### config.mk
export PLATFORM = sky130hd
export DESIGN_NAME = fetch_unit
export DESIGN_NICKNAME = d
export VERILOG_FILES = /design/src/rtl/fetch_unit.sv
export SDC_FILE = /design/constraint.sdc
export NUM_CORES = 1
export LEC_CHECK = 0
export CAP_MARGIN = 25
export CORE_MARGIN = 1
export CORE_UTILIZATION = 58
export CTS_BUF_LIST = sky130_fd_sc_hd__clkbuf_4
export DETAILED_ROUTE_END_ITERATION = 10
export PLACE_DENSITY = 0.94
export SYNTH_ARGS = -nofsm -noshare
export SYNTH_HDL_FRONTEND = slang
export SYNTH_SLANG_ARGS = --single-unit
### constraint.sdc
create_clock -name i_clk -period 3.05 [get_ports i_clk]
set_input_delay 0.7625 -clock i_clk [delete_from_list [all_inputs] [get_ports i_clk]]
set_output_delay 0.7625 -clock i_clk [all_outputs]
set_load 0.005 [all_outputs]
### src/rtl/fetch_unit.sv
// Instruction fetch stage: owns the PC, fetches words over a req/ack
// handshake, and presents each returned instruction with its PC to decode
// under a valid/stall handshake. A one-entry skid absorbs an ack that lands
// while decode is stalled, and redirects squash any in-flight fetch.
module fetch_unit #(
    parameter logic [31:0] RESET_PC = 32'h0000_0000
) (
    input  logic        i_clk,
    input  logic        i_rst_n,
    output logic        o_imem_req,
    output logic [31:0] o_imem_addr,
    input  logic        i_imem_ack,
    input  logic [31:0] i_imem_rdata,
    output logic [31:0] o_instr,
    output logic [31:0] o_pc,
    output logic        o_instr_valid,
    input  logic        i_stall,
    input  logic        i_redirect,
    input  logic [31:0] i_redirect_pc
);

    localparam logic [1:0] FETCH   = 2'd0;
    localparam logic [1:0] HOLD    = 2'd1;
    localparam logic [1:0] DISCARD = 2'd2;

    localparam logic [31:0] NOP = 32'h0000_0013;

    logic [1:0]  state;
    logic [31:0] addr;
    logic [31:0] target;
    logic [31:0] instr;
    logic [31:0] pc;
    logic        valid;
    logic [31:0] skid_instr;
    logic [31:0] skid_pc;
    logic        skid_valid;

    logic        slot_free;
    logic [31:0] redir_tgt;

    // Decode can take a new word this cycle if the slot is empty or drains now.
    assign slot_free = !valid || !i_stall;
    assign redir_tgt = i_redirect_pc & 32'hFFFF_FFFC;

    // Request is a pure decode of the state flop, so it never depends on
    // same-cycle inputs; only HOLD (skid full) parks the memory port.
    assign o_imem_req    = (state != HOLD);
    assign o_imem_addr   = addr;
    assign o_instr       = instr;
    assign o_pc          = pc;
    assign o_instr_valid = valid;

    // Fetch control, output slot and skid; redirect outranks every other event.
    always_ff @(posedge i_clk or negedge i_rst_n) begin
        if (!i_rst_n) begin
            state      <= FETCH;
            addr       <= {RESET_PC[31:2], 2'b00};
            target     <= 32'h0;
            instr      <= NOP;
            pc         <= 32'h0;
            valid      <= 1'b0;
            skid_instr <= 32'h0;
            skid_pc    <= 32'h0;
            skid_valid <= 1'b0;
        end else begin
            // Consumption empties the slot unless something refills it below.
            if (valid && !i_stall)
                valid <= 1'b0;

            if (i_redirect) begin
                valid      <= 1'b0;
                skid_valid <= 1'b0;
                case (state)
                    FETCH: begin
                        if (i_imem_ack) begin
                            // Request completed this cycle: drop it and go.
                            addr <= redir_tgt;
                        end else begin
                            // Address must stay put until the stale ack shows up.
                            target <= redir_tgt;
                            state  <= DISCARD;
                        end
                    end
                    HOLD: begin
                        addr  <= redir_tgt;
                        state <= FETCH;
                    end
                    DISCARD: begin
                        // Newest redirect wins; still owe the memory one ack.
                        target <= redir_tgt;
                    end
                    default: begin
                        addr  <= redir_tgt;
                        state <= FETCH;
                    end
                endcase
            end else begin
                case (state)
                    FETCH: begin
                        if (i_imem_ack) begin
                            addr <= addr + 32'd4;
                            if (slot_free) begin
                                instr <= i_imem_rdata;
                                pc    <= addr;
                                valid <= 1'b1;
                            end else begin
                                skid_instr <= i_imem_rdata;
                                skid_pc    <= addr;
                                skid_valid <= 1'b1;
                                state      <= HOLD;
                            end
                        end
                    end
                    HOLD: begin
                        if (slot_free && skid_valid) begin
                            instr      <= skid_instr;
                            pc         <= skid_pc;
                            valid      <= 1'b1;
                            skid_valid <= 1'b0;
                            state      <= FETCH;
                        end
                    end
                    DISCARD: begin
                        if (i_imem_ack) begin
                            addr  <= target;
                            state <= FETCH;
                        end
                    end
                    default: state <= FETCH;
                endcase
            end
        end
    end

endmodule

==> impl_results.md, run 1 <==
* Post-layout min period at 2.80 ns
* # clock sinks at 188
* Critical path's slowest cell: dfrtp_1
* CP required at 2.29 ns
* Post-place setup slack at 0.225 ns
* HPWL after DPL at 14600 um
* CTS tree: yes
* Die Height at 126 um
* Worst Hold Class: primary input to async pin
* Slew Limit Fails at 0
* Most frequent cells after synthesis: dfrtp_1 (185), nand2_1 (104), mux2_2 (93), mux2i_1 (61), o21ai_1 (60)
* Via Count at 6840
* Total wire length at 20900 um
* Hold Fails Final Rpt at 0
* Pwr Density at 615 nW/um2
* Max Buffers Root-to-Sink at 2
* Ordered cell list for the critical path: nor2b_4 -> inv_1 -> clkdlybuf4s50_1
* Remaining antenna violation count after routing at 0
* Critical path endpoint category: primary output
* Asr flop ratio synth at 100%
* Clock insertion delay at the later pin of the skew report at 0.59 ns
* Final TNS setup at 0 ns
* Largest net degree at the start of global routing at 76
* Most numerous cell in the Yosys netlist: dfrtp_1
* # rows at 44
* Setup Viol. Count Final at 0
* Setup Crit Path Kind: register to primary output
* Seq/Total Area, Yosys at 52.7%
* GP Congestion at 0.907
* H-tree levels at 4
* Outcome: finished, final reports clean
* Final net count at 1022
* Largest family of logic cells by synthesized area: multiplexers
* Fillers at 987
* Post-synth EDFFs at 0
* Die area at 15900 um2
* Starting Density at 60.5%
* CP Launch Type: register
* IO Port Bufs at 160
* Iteration-0 DRC count of the detailed router at 544
* Drt pass-1 iters at 5
* Postcts setup bufs at 0
* Max incr delay on CP at 0.72 ns
* Vias per Instance at 5.95
* CTS clk-pin slew, worst paths at 0.14 ns
* Synthesis Warnings at 0
* Peak supply drop at 237 uV
* Skew final at 0.0243 ns
* Worst slew margin at 57.6%
* Total Routing Usage GR at 27.7%
* GRT Residual Overflow at 0
* Share of post-route cells with drive strength above 1 at 16.6%
* Pleak at 4.58 nW
* Post_cts resized at 0
* RSZ-0062 raised after global routing: false
* Post-synthesis simple-gate area fraction at 10.5%
* Yosys cell types at 61
* Root Driver: clkbuf_4
* Synth Area in Compound Gates at 12.7%
* Xor/xnor cell area share of the yosys netlist at 0.784%
* Overall Power at 0.00670 W
* Synth Cell Area at 8930 um2
* Synthesized area per cell at 11.0 um2
* Area of the multi-input gates at 3850 um2
* Core area at 14800 um2
* Worst setup margin at 0.248 ns
* Predominant post-synthesis flop cell: dfrtp_1
* Global-route wire length before repair at 34600 um
* CP max FO at 16
* WL per Instance at 18.2 um
* Mux cell area share after synthesis at 18.6%
* Initial antenna violation count at 1
* Top cells by area, synth: dfrtp_1 (52%), mux2_2 (12%), mux2i_1 (6.8%), nand2_1 (4.4%), o21ai_1 (3.4%)
* Number of global-route vias before repair at 6755
* Synth top area share at 51.8%
* Max-cap viol count at 0
* Post-synth top area cell: dfrtp_1
* Area delta synth->final at 22.1%
* Sequential Area at 4710 um2
* Adder and majority cell fraction of the synthesized area at 0.140%
* Die width at 126 um
* # DRC at 0
* Number of cells on the worst reg-to-reg path at 5
* Inserted Clock Buffers at 17
* Fmax at 357 MHz
* Crit path DAT at 2.04 ns
* Number of buffers inserted by hold repair at cts at 0
* Top-Level Pins at 167
* Final Cycle Share at 91.9%
* Worst slew pin tran at 0.636 ns
* Post-synthesis cell count at 814
* Synth Register Bits at 188
==> cell type report <==
cell class	count	area share, %
clock buffer	20	1.38
multi-input combinational	561	35.3
antenna	1	0.0229
clock inverter	12	0.918
tap	184	2.11
timing repair buffer	178	16.9
inverter	6	0.207
sequential	188	43.2
==> metrics by stage <==
step | cell area [um2] | util [%] | hold slack [ns] | cells
floorplan | 8940 | - | 0.454 | 817
global placement | 10600 | 72.0 | 0.451 | 1116
detailed placement | 10600 | 72.0 | 0.456 | 1116
CTS | 10900 | 73.7 | 0.180 | 1148
global route | 10900 | 73.9 | 0.187 | 1150
finish | 10900 | 73.9 | 0.183 | 1150
==> flip-flops by register name, indices dropped and copies added, names as in the netlist <==
register	flops
state	2
o_imem_addr	30
skid_instr	32
o_instr	32
skid_valid	1
o_instr_valid	1
target	30
skid_pc	30
o_pc	30
==> kinds of logic (layout without fill, tap and decap cells) <==
kind of cell | count (synthesis) | count (layout)
buffers and inverters | 68 | 216
AND/OR/NAND/NOR | 201 | 201
other | 1 | 5
flip-flops | 188 | 188
multiplexers | 154 | 154
AO/OA/AOI/OAI | 193 | 193
XOR/XNOR | 8 | 8
adder cells (fa/ha/maj) | 1 | 1
==> worst paths after layout <==
path	to	from	slack (ns)
worst max-delay path	o_imem_req	state[0]$_DFFE_PN0P_	0.25
worst min-delay path	o_instr[24]$_DFFE_PN0P_	i_rst_n	0.18
worst max register to register	skid_instr[10]$_DFFE_PN0P_	state[0]$_DFFE_PN0P_	0.84
worst min register to register	o_instr[0]$_DFFE_PN1P_	o_instr[0]$_DFFE_PN1P_	0.47
max in group asynchronous	o_pc[18]$_DFFE_PN0P_	i_rst_n	2.05
min in group i_clk	o_instr[0]$_DFFE_PN1P_	o_instr[0]$_DFFE_PN1P_	0.47
==> cell usage in the layout (no fill, tap or decap), drive strengths merged, types with 4 or more instances in the layout <==
| cell type | n |
|---|---|
| a41oi | 4 |
| nand4 | 9 |
| a211oi | 7 |
| nor2 | 35 |
| dfrtp | 185 |
| a31oi | 13 |
| mux2i | 61 |
| clkbuf | 21 |
| clkdlybuf4s50 | 158 |
| inv | 7 |
| xor2 | 6 |
| clkinv | 6 |
| and3 | 7 |
| o21ai | 103 |
| nor3 | 9 |
| clkinvlp | 4 |
| nand3 | 15 |
| nand2 | 105 |
| a21oi | 31 |
| nand2b | 7 |
| buf | 19 |
| mux2 | 93 |
| conb | 4 |
==> routing by layer <==
layer	track usage [%]	wire (um)
met3	5.31	1340
met2	44.8	10200
met5	0	0
met1	37.5	9020
met4	10.1	410
==> report_power, final <==
group	total [W]	switching [W]	internal, W
registers	0.00356	0.000487	0.00307
logic	0.00189	0.000769	0.00112
clock network	0.00126	0.000833	0.000424
==> worst max-delay path: cells and delay by family (launching register included) <==
| kind | cells | cell delay (ns) |
|---|---|---|
| DFF | 1 | 0.72 |
| buffers and inverters | 2 | 0.50 |
| and+or+nand+nor | 1 | 0.25 |
Note: power is estimated with default switching activity, not from simulation.
==> run 2: changes to the inputs <==
--- a/config.mk
+++ b/config.mk
@@ -7,10 +7,11 @@
 export LEC_CHECK = 0
 export CAP_MARGIN = 25
 export CORE_MARGIN = 1
-export CORE_UTILIZATION = 58
+export CORE_UTILIZATION = 49
 export CTS_BUF_LIST = sky130_fd_sc_hd__clkbuf_4
+export CTS_CLUSTER_SIZE = 10
 export DETAILED_ROUTE_END_ITERATION = 10
-export PLACE_DENSITY = 0.94
+export PLACE_DENSITY = 0.86
 export SYNTH_ARGS = -nofsm -noshare
 export SYNTH_HDL_FRONTEND = slang
 export SYNTH_SLANG_ARGS = --single-unit
==> constraint.sdc (replaced) <==
create_clock -name i_clk -period 2.32 [get_ports i_clk]
set_input_delay 0.58 -clock i_clk [delete_from_list [all_inputs] [get_ports i_clk]]
set_output_delay 0.58 -clock i_clk [all_outputs]
set_load 0.005 [all_outputs]
==> run 2 against run 1 <==
  * Clock skew down 0.00054 ns
  * Cell area up 2.4%
  * Via count down 0.70%
  * Hold slack better by 0.17 ns
==> impl_results.md, run 2 (synthesis gave the netlist of run 1 again) <==
* Outcome: finished, final reports clean (unchanged)
* Total wire length at 20500 um (was 20900 um)
* Crit path DAT at 1.64 ns (was 2.04 ns)
* DP Cell Count at 1178 (was 1116)
* RSZ-0062 raised after global routing: false (unchanged)
* CP required at 1.74 ns (was 2.29 ns)
* Met1 wire length at 8960 um (was 9020 um)
* Fillers at 1409 (was 987)
* Overall Power at 0.00891 W (was 0.00670 W)
* Bufs and invs on worst path at 1 (was 2)
* Top-Level Pins at 167 (unchanged)
* Finished Cell Area at 11200 um2 (was 10900 um2)
* CP max FO at 8 (was 16)
* GP Congestion at 0.855 (was 0.907)
* Number of global-route vias before repair at 6381 (was 6755)
* Max incr delay on CP at 0.56 ns (was 0.72 ns)
* CTS clk-pin slew, worst paths at 0.13 ns (was 0.14 ns)
* Post-place setup slack at -0.103 ns (was 0.225 ns)
* Core area at 17900 um2 (was 14800 um2)
* # clock sinks at 188 (unchanged)
* Clock insertion delay at the later pin of the skew report at 0.57 ns (was 0.59 ns)
* Die width at 137 um (was 126 um)
* Critical path's slowest cell: clkdlybuf4s50_1 (was dfrtp_1)
* Ordered cell list for the critical path: clkdlybuf4s50_1 (was nor2b_4 -> inv_1 -> clkdlybuf4s50_1)
* Min-Delay Endpoint: skid_valid$_DFFE_PN0P_
* Max Buffers Root-to-Sink at 2 (unchanged)
* Hold path depth at 2
* DR top layer: met4 (unchanged)
* Final TNS setup at 0 ns (unchanged)
* GRT Residual Overflow at 0 (unchanged)
* Root Driver: clkbuf_4 (unchanged)
* Worst setup margin at 0.0978 ns (was 0.248 ns)
* # rows at 49 (was 44)
* CP Launch Type: register (unchanged)
* Drt pass-1 iters at 5 (unchanged)
* Most common cell after layout, fill and taps aside: dfrtp_1 (unchanged)
* Post-Place Cell Area at 10900 um2 (was 10600 um2)
* Die area at 18800 um2 (was 15900 um2)
* Iteration-0 DRC count of the detailed router at 514 (was 544)
* Skew final at 0.0237 ns (was 0.0243 ns)
* Worst slew margin at 62.1% (was 57.6%)
* Global-route wire length before repair at 32400 um (was 34600 um)
* Remaining antenna violation count after routing at 0 (unchanged)
* Final Cycle Share at 95.8%
* Area delta synth->final at 25.0% (was 22.1%)
* Share of post-route cells with drive strength above 1 at 19.3% (was 16.6%)
* Worst Hold Class: primary input to register (was primary input to async pin)
* Peak supply drop at 392 uV (was 237 uV)
* Final net count at 1040 (was 1022)
* CTS tree: yes (unchanged)
* H-tree levels at 4 (unchanged)
* Post-layout min period at 2.22 ns
* Die Height at 137 um (was 126 um)
* Max-cap viol count at 0 (unchanged)
* Inserted Clock Buffers at 17 (unchanged)
* Pleak at 4.69 nW (was 4.58 nW)
* Routed wl met2 at 9720 um (was 10200 um)
* Most frequent cells in the layout: dfrtp_1 (171), clkdlybuf4s50_1 (156), nand2_1 (104), mux2_2 (93), mux2i_1 (61) (was dfrtp_1 (185), clkdlybuf4s50_1 (158), nand2_1 (104), mux2_2 (93), mux2i_1 (61))
* Total Routing Usage GR at 22.3% (was 27.7%)
* Pwr Density at 797 nW/um2 (was 615 nW/um2)
* Setup Viol. Count Final at 0 (unchanged)
* Worst slew pin tran at 0.568 ns (was 0.636 ns)
* Reg-to-reg slack, setup at 0.32 ns (was 0.84 ns)
* Vias per Instance at 5.60 (was 5.95)
* Via Count at 6792 (was 6840)
* Delay-heaviest family, CP: buffers and inverters (was flip-flops)
* # DRC at 0 (unchanged)
* Worst flop-to-flop path startpoint: state[0]$_DFFE_PN0P_ (unchanged)
* HP Start: i_redirect
* IO Port Bufs at 160 (unchanged)
* Final Non-Filler Cells at 1213 (was 1150)
* HPWL after DPL at 14700 um (was 14600 um)
* Fmax at 450 MHz
* Initial antenna violation count at 1 (unchanged)
* WL met3 at 1470 um (was 1340 um)
* Critical path endpoint category: primary output (unchanged)
* Setup Crit Path Kind: register to primary output (unchanged)
* Starting Density at 49.9% (was 60.5%)
* Hold Fails Final Rpt at 0 (unchanged)
* Largest net degree at the start of global routing at 65 (was 76)
* Number of cells on the worst reg-to-reg path at 6 (was 5)
* WL per Instance at 16.9 um (was 18.2 um)
* Slew Limit Fails at 0 (unchanged)
* Reg2Reg Capture Point: o_imem_addr[22]$_DFFE_PN0P_ (was skid_instr[10]$_DFFE_PN0P_)
run 2: cell types whose count changed in the layout (fill, tap and decap cells not counted), moves of 2 or more:
cell             previous run  this run
buf_4                      10        24
dfrtp_1                   185       171
dfrtp_2                     0        14
buf_12                      7        11
clkinv_4                    1         4
clkinvlp_4                  4         1
clkdlybuf4s50_1           158       156
run 2: power by group:
group	internal [W]	switching, W
clock	0.000654	0.00108
sequential	0.00405	0.000594
combinational	0.00151	0.00102
total	0.00621	0.00269
run 2: how the worst max path moves through the flow:
stage / start / to / slack (ns) / depth (start not counted)
after floorplan: i_redirect / skid_instr[0]$_DFFE_PN0P_ / 0.29 / 6
after global placement: i_imem_ack / o_instr[22]$_DFFE_PN0P_ / -0.06 / 7
after global routing: o_imem_addr[26]$_DFFE_PN0P_ / o_imem_addr[26] / 0.0001 / 1
after CTS: o_imem_addr[2]$_DFFE_PN0P_ / o_imem_addr[2] / 0.01 / 1
after detailed placement: i_imem_ack / o_instr[23]$_DFFE_PN0P_ / -0.10 / 7
final: o_imem_addr[24]$_DFFE_PN0P_ / o_imem_addr[24] / 0.1 / 1
run 2: routing by layer:
metal / GRT usage (%) / up-vias
met5: 0 / -
met1: 29.8 / 3319
li1: - / 3211
met4: 7.51 / 0
met3: 5.26 / 31
met2: 35.7 / 231
run 2: repair_timing:
action                                  CTS  global route
setup buffers                             1             0
pin swaps                                 0             0
hold endpoints to repair                 48             0
hold buffers                              1             0
endpoints found under the setup margin    3            12
resized for setup                         4            12
run 2: per-stage QoR:
| step | hold slack [ns] | utilization (%) |
|---|---|---|
| after floorplan | 0.284 | - |
| final | 0.348 | 62.4 |
| after CTS | 0.293 | 62.3 |
| after global placement | 0.454 | 60.7 |
| after global routing | 0.318 | 62.4 |
| after detailed placement | 0.457 | 60.7 |
run 2: final cells by class:
cell class / count / area (um2) / area share (%)
tap: 229 / 287 / 2.57
clock buffer: 19 / 143 / 1.28
antenna: 1 / 2.50 / 0.0224
timing repair buffer: 196 / 2010 / 18.0
multi-input combinational: 561 / 3850 / 34.5
clock inverter: 13 / 129 / 1.15
sequential: 188 / 4730 / 42.3
inverter: 6 / 22.5 / 0.202
==> run 3: changes to the inputs <==
--- a/config.mk
+++ b/config.mk
@@ -7,11 +7,11 @@
 export LEC_CHECK = 0
 export CAP_MARGIN = 25
 export CORE_MARGIN = 1
-export CORE_UTILIZATION = 49
+export CORE_UTILIZATION = 54
 export CTS_BUF_LIST = sky130_fd_sc_hd__clkbuf_4
 export CTS_CLUSTER_SIZE = 10
 export DETAILED_ROUTE_END_ITERATION = 10
-export PLACE_DENSITY = 0.86
+export PLACE_DENSITY = 0.89
 export SYNTH_ARGS = -nofsm -noshare
 export SYNTH_HDL_FRONTEND = slang
 export SYNTH_SLANG_ARGS = --single-unit
==> constraint.sdc (replaced) <==
create_clock -name i_clk -period 2.1 [get_ports i_clk]
set_input_delay 0.525 -clock i_clk [delete_from_list [all_inputs] [get_ports i_clk]]
set_output_delay 0.525 -clock i_clk [all_outputs]
set_load 0.005 [all_outputs]
==> run 3 against run 2 <==
  * Via count grew 6.5%
  * Hold slack lost 0.24 ns
  * Core utilization grew 10 points
  * Critical path depth is the same
  * Total power grew 14%
  * Combinational power grew 32%
  * Count of clock-buffer cells in the layout is the same
  * Sequential power grew 6.9%
  * Critical endpoint is now o_imem_addr[13]
  * Highest routed layer unchanged
==> impl_results.md, run 3 (synthesis gave the netlist of run 1 again) <==
* Most frequent cells in the layout: dfrtp_1 (161), clkdlybuf4s50_1 (141), nand2_1 (104), mux2_2 (93), buf_4 (82) (was dfrtp_1 (171), clkdlybuf4s50_1 (156), nand2_1 (104), mux2_2 (93), mux2i_1 (61))
* CP max FO at 2 (was 8)
* CTS clk-pin slew, worst paths at 0.15 ns (was 0.13 ns)
* Starting Density at 55.8% (was 49.9%)
* # clock sinks at 188 (unchanged)
* Most common cell after layout, fill and taps aside: dfrtp_1 (unchanged)
* CP required at 1.57 ns (was 1.74 ns)
* Setup Crit Path Kind: register to primary output (unchanged)
* Initial antenna violation count at 1 (unchanged)
* Pleak at 5.04 nW (was 4.69 nW)
* Fmax at 487 MHz
* Number of global-route vias before repair at 7006 (was 6381)
* Skew final at 0.0206 ns (was 0.0237 ns)
* Critical path's slowest cell: clkdlybuf4s50_1 (unchanged)
* Worst flop-to-flop path startpoint: state[1]$_DFFE_PN0P_ (was state[0]$_DFFE_PN0P_)
* Crit path from: o_imem_addr[13]$_DFFE_PN0P_ (was o_imem_addr[24]$_DFFE_PN0P_)
* IO Port Bufs at 160 (unchanged)
* Sequential Area at 4740 um2 (was 4730 um2)
* Slew Limit Fails at 0 (unchanged)
* Remaining antenna violation count after routing at 0 (unchanged)
* Via Count at 7233 (was 6792)
* Min-Delay Endpoint: o_instr_valid$_DFF_PN0_ (was skid_valid$_DFFE_PN0P_)
* Final Non-Filler Cells at 1259 (was 1213)
* Peak supply drop at 426 uV (was 392 uV)
* Ordered cell list for the critical path: clkdlybuf4s50_1 (unchanged)
* Critical path endpoint category: primary output (unchanged)
* Share of post-route cells with drive strength above 1 at 25.0% (was 19.3%)
* Vias per Instance at 5.75 (was 5.60)
* Root Driver: clkbuf_4 (unchanged)
* Worst Hold Class: primary input to register (unchanged)
* Core area at 16000 um2 (was 17900 um2)
* Number of cells on the worst reg-to-reg path at 7 (was 6)
* Drt pass-1 iters at 5 (unchanged)
* Inserted Clock Buffers at 17 (unchanged)
* Delay-heaviest family, CP: buffers and inverters (unchanged)
* Clock insertion delay at the later pin of the skew report at 0.60 ns (was 0.57 ns)
* Die Height at 131 um (was 137 um)
* Met1 usage at 35.7% (was 29.8%)
* Global-route wire length before repair at 35700 um (was 32400 um)
* Max-cap viol count at 0 (unchanged)
* DP Cell Count at 1185 (was 1178)
* Met3 Use GR at 5.70% (was 5.26%)
* Max Buffers Root-to-Sink at 2 (unchanged)
* Final Cycle Share at 97.7%
* H-tree levels at 4 (unchanged)
* Bufs and invs on worst path at 1 (unchanged)
* Final core occ at 72.5% (was 62.4%)
* Met2 usage at 44.4% (was 35.7%)
* GRT Residual Overflow at 0 (unchanged)
* Final TNS setup at 0 ns (unchanged)
* CTS tree: yes (unchanged)
* Reg2Reg Capture Point: o_imem_addr[31]$_DFFE_PN0P_ (was o_imem_addr[22]$_DFFE_PN0P_)
* HPWL after DPL at 15300 um (was 14700 um)
* Die width at 131 um (was 137 um)
* # DRC at 0 (unchanged)
* Post-layout min period at 2.05 ns
* GP Congestion at 0.884 (was 0.855)
* Hold path depth at 2 (unchanged)
* Crit path DAT at 1.53 ns (was 1.64 ns)
* Fillers at 1142 (was 1409)
* Top-Level Pins at 167 (unchanged)
* Max incr delay on CP at 0.54 ns (was 0.56 ns)
* Die area at 17100 um2 (was 18800 um2)
* Setup Viol. Count Final at 0 (unchanged)
* # rows at 46 (was 49)
* Pwr Density at 878 nW/um2 (was 797 nW/um2)
* Reg-to-reg slack, setup at 0.11 ns (was 0.32 ns)
* CP Launch Type: register (unchanged)
* WL per Instance at 17.9 um (was 16.9 um)
* Outcome: finished, final reports clean (unchanged)
* Total Routing Usage GR at 27.3% (was 22.3%)
* Area delta synth->final at 29.9% (was 25.0%)
* Hold Fails Final Rpt at 0 (unchanged)
* Total wire length at 22500 um (was 20500 um)
* Area of the multi-input gates at 3850 um2 (unchanged)
* GRT busiest layer: met2 (unchanged)
* Iteration-0 DRC count of the detailed router at 498 (was 514)
* Final net count at 1099 (was 1040)
* Largest net degree at the start of global routing at 64 (was 65)
* HP Start: i_redirect (unchanged)
==> run 3: cell types whose count changed in the layout (fill, tap and decap cells not counted), sizes merged <==
cell           change
clkdlybuf4s50     -15
clkinvlp           +4
buf               +59
bufinv             -1
clkinv             -5
inv                +2
dlymetal6s2s       +8
dlygate4sd2        +7
==> run 3: per-stage QoR <==
stage,instance area (um2),power (W),setup slack [ns],hold slack (ns)
final,11600,0.0102,0.0474,0.113
after global routing,11600,0.0108,-0.0157,0.110
after CTS,11500,0.0101,0.00333,0.0846
after detailed placement,11000,0.00807,-0.408,0.459
after global placement,11000,0.00788,-0.325,0.452
after floorplan,8940,0.00632,0.127,0.229
==> run 3: area by class of cell <==
cell class | count | area share [%]
antenna | 1 | 0.0216
inverter | 6 | 0.194
tap | 216 | 2.33
clock buffer | 19 | 1.23
clock inverter | 13 | 1.03
timing repair buffer | 255 | 21.2
sequential | 188 | 40.8
multi-input combinational | 561 | 33.2
==> run 3: worst max path at each step <==
stage | end | depth (start not counted) | slack (ns)
detailed placement | o_instr[17]$_DFFE_PN0P_ | 7 | -0.41
global route | o_pc[12] | 1 | -0.02
finish | o_imem_addr[13] | 1 | 0.05
CTS | o_imem_addr[7] | 1 | 0.003
global placement | o_instr[22]$_DFFE_PN0P_ | 7 | -0.33
floorplan | skid_instr[0]$_DFFE_PN0P_ | 6 | 0.13
==> run 3: power by group <==
part,internal [W],switching (W)
clock,0.000617,0.00128
sequential,0.00448,0.000479
combinational,0.00188,0.00145
==> run 3: what timing repair did <==
action | 4_1_cts | 5_1_grt
setup endpoints to repair | 34 | 16
hold buffers | 1 | 0
resized for setup | 34 | 9
hold endpoints to repair | 47 | 0
setup buffers | 31 | 9
==> run 3: layer usage <==
metal	up-vias	part of all wire [%]	wire length (um)
met4	0	3.1	694
met1	3526	42	9490
met3	62	6.9	1550
met5	-	0	0
met2	313	48	10800
li1	3332	-	-
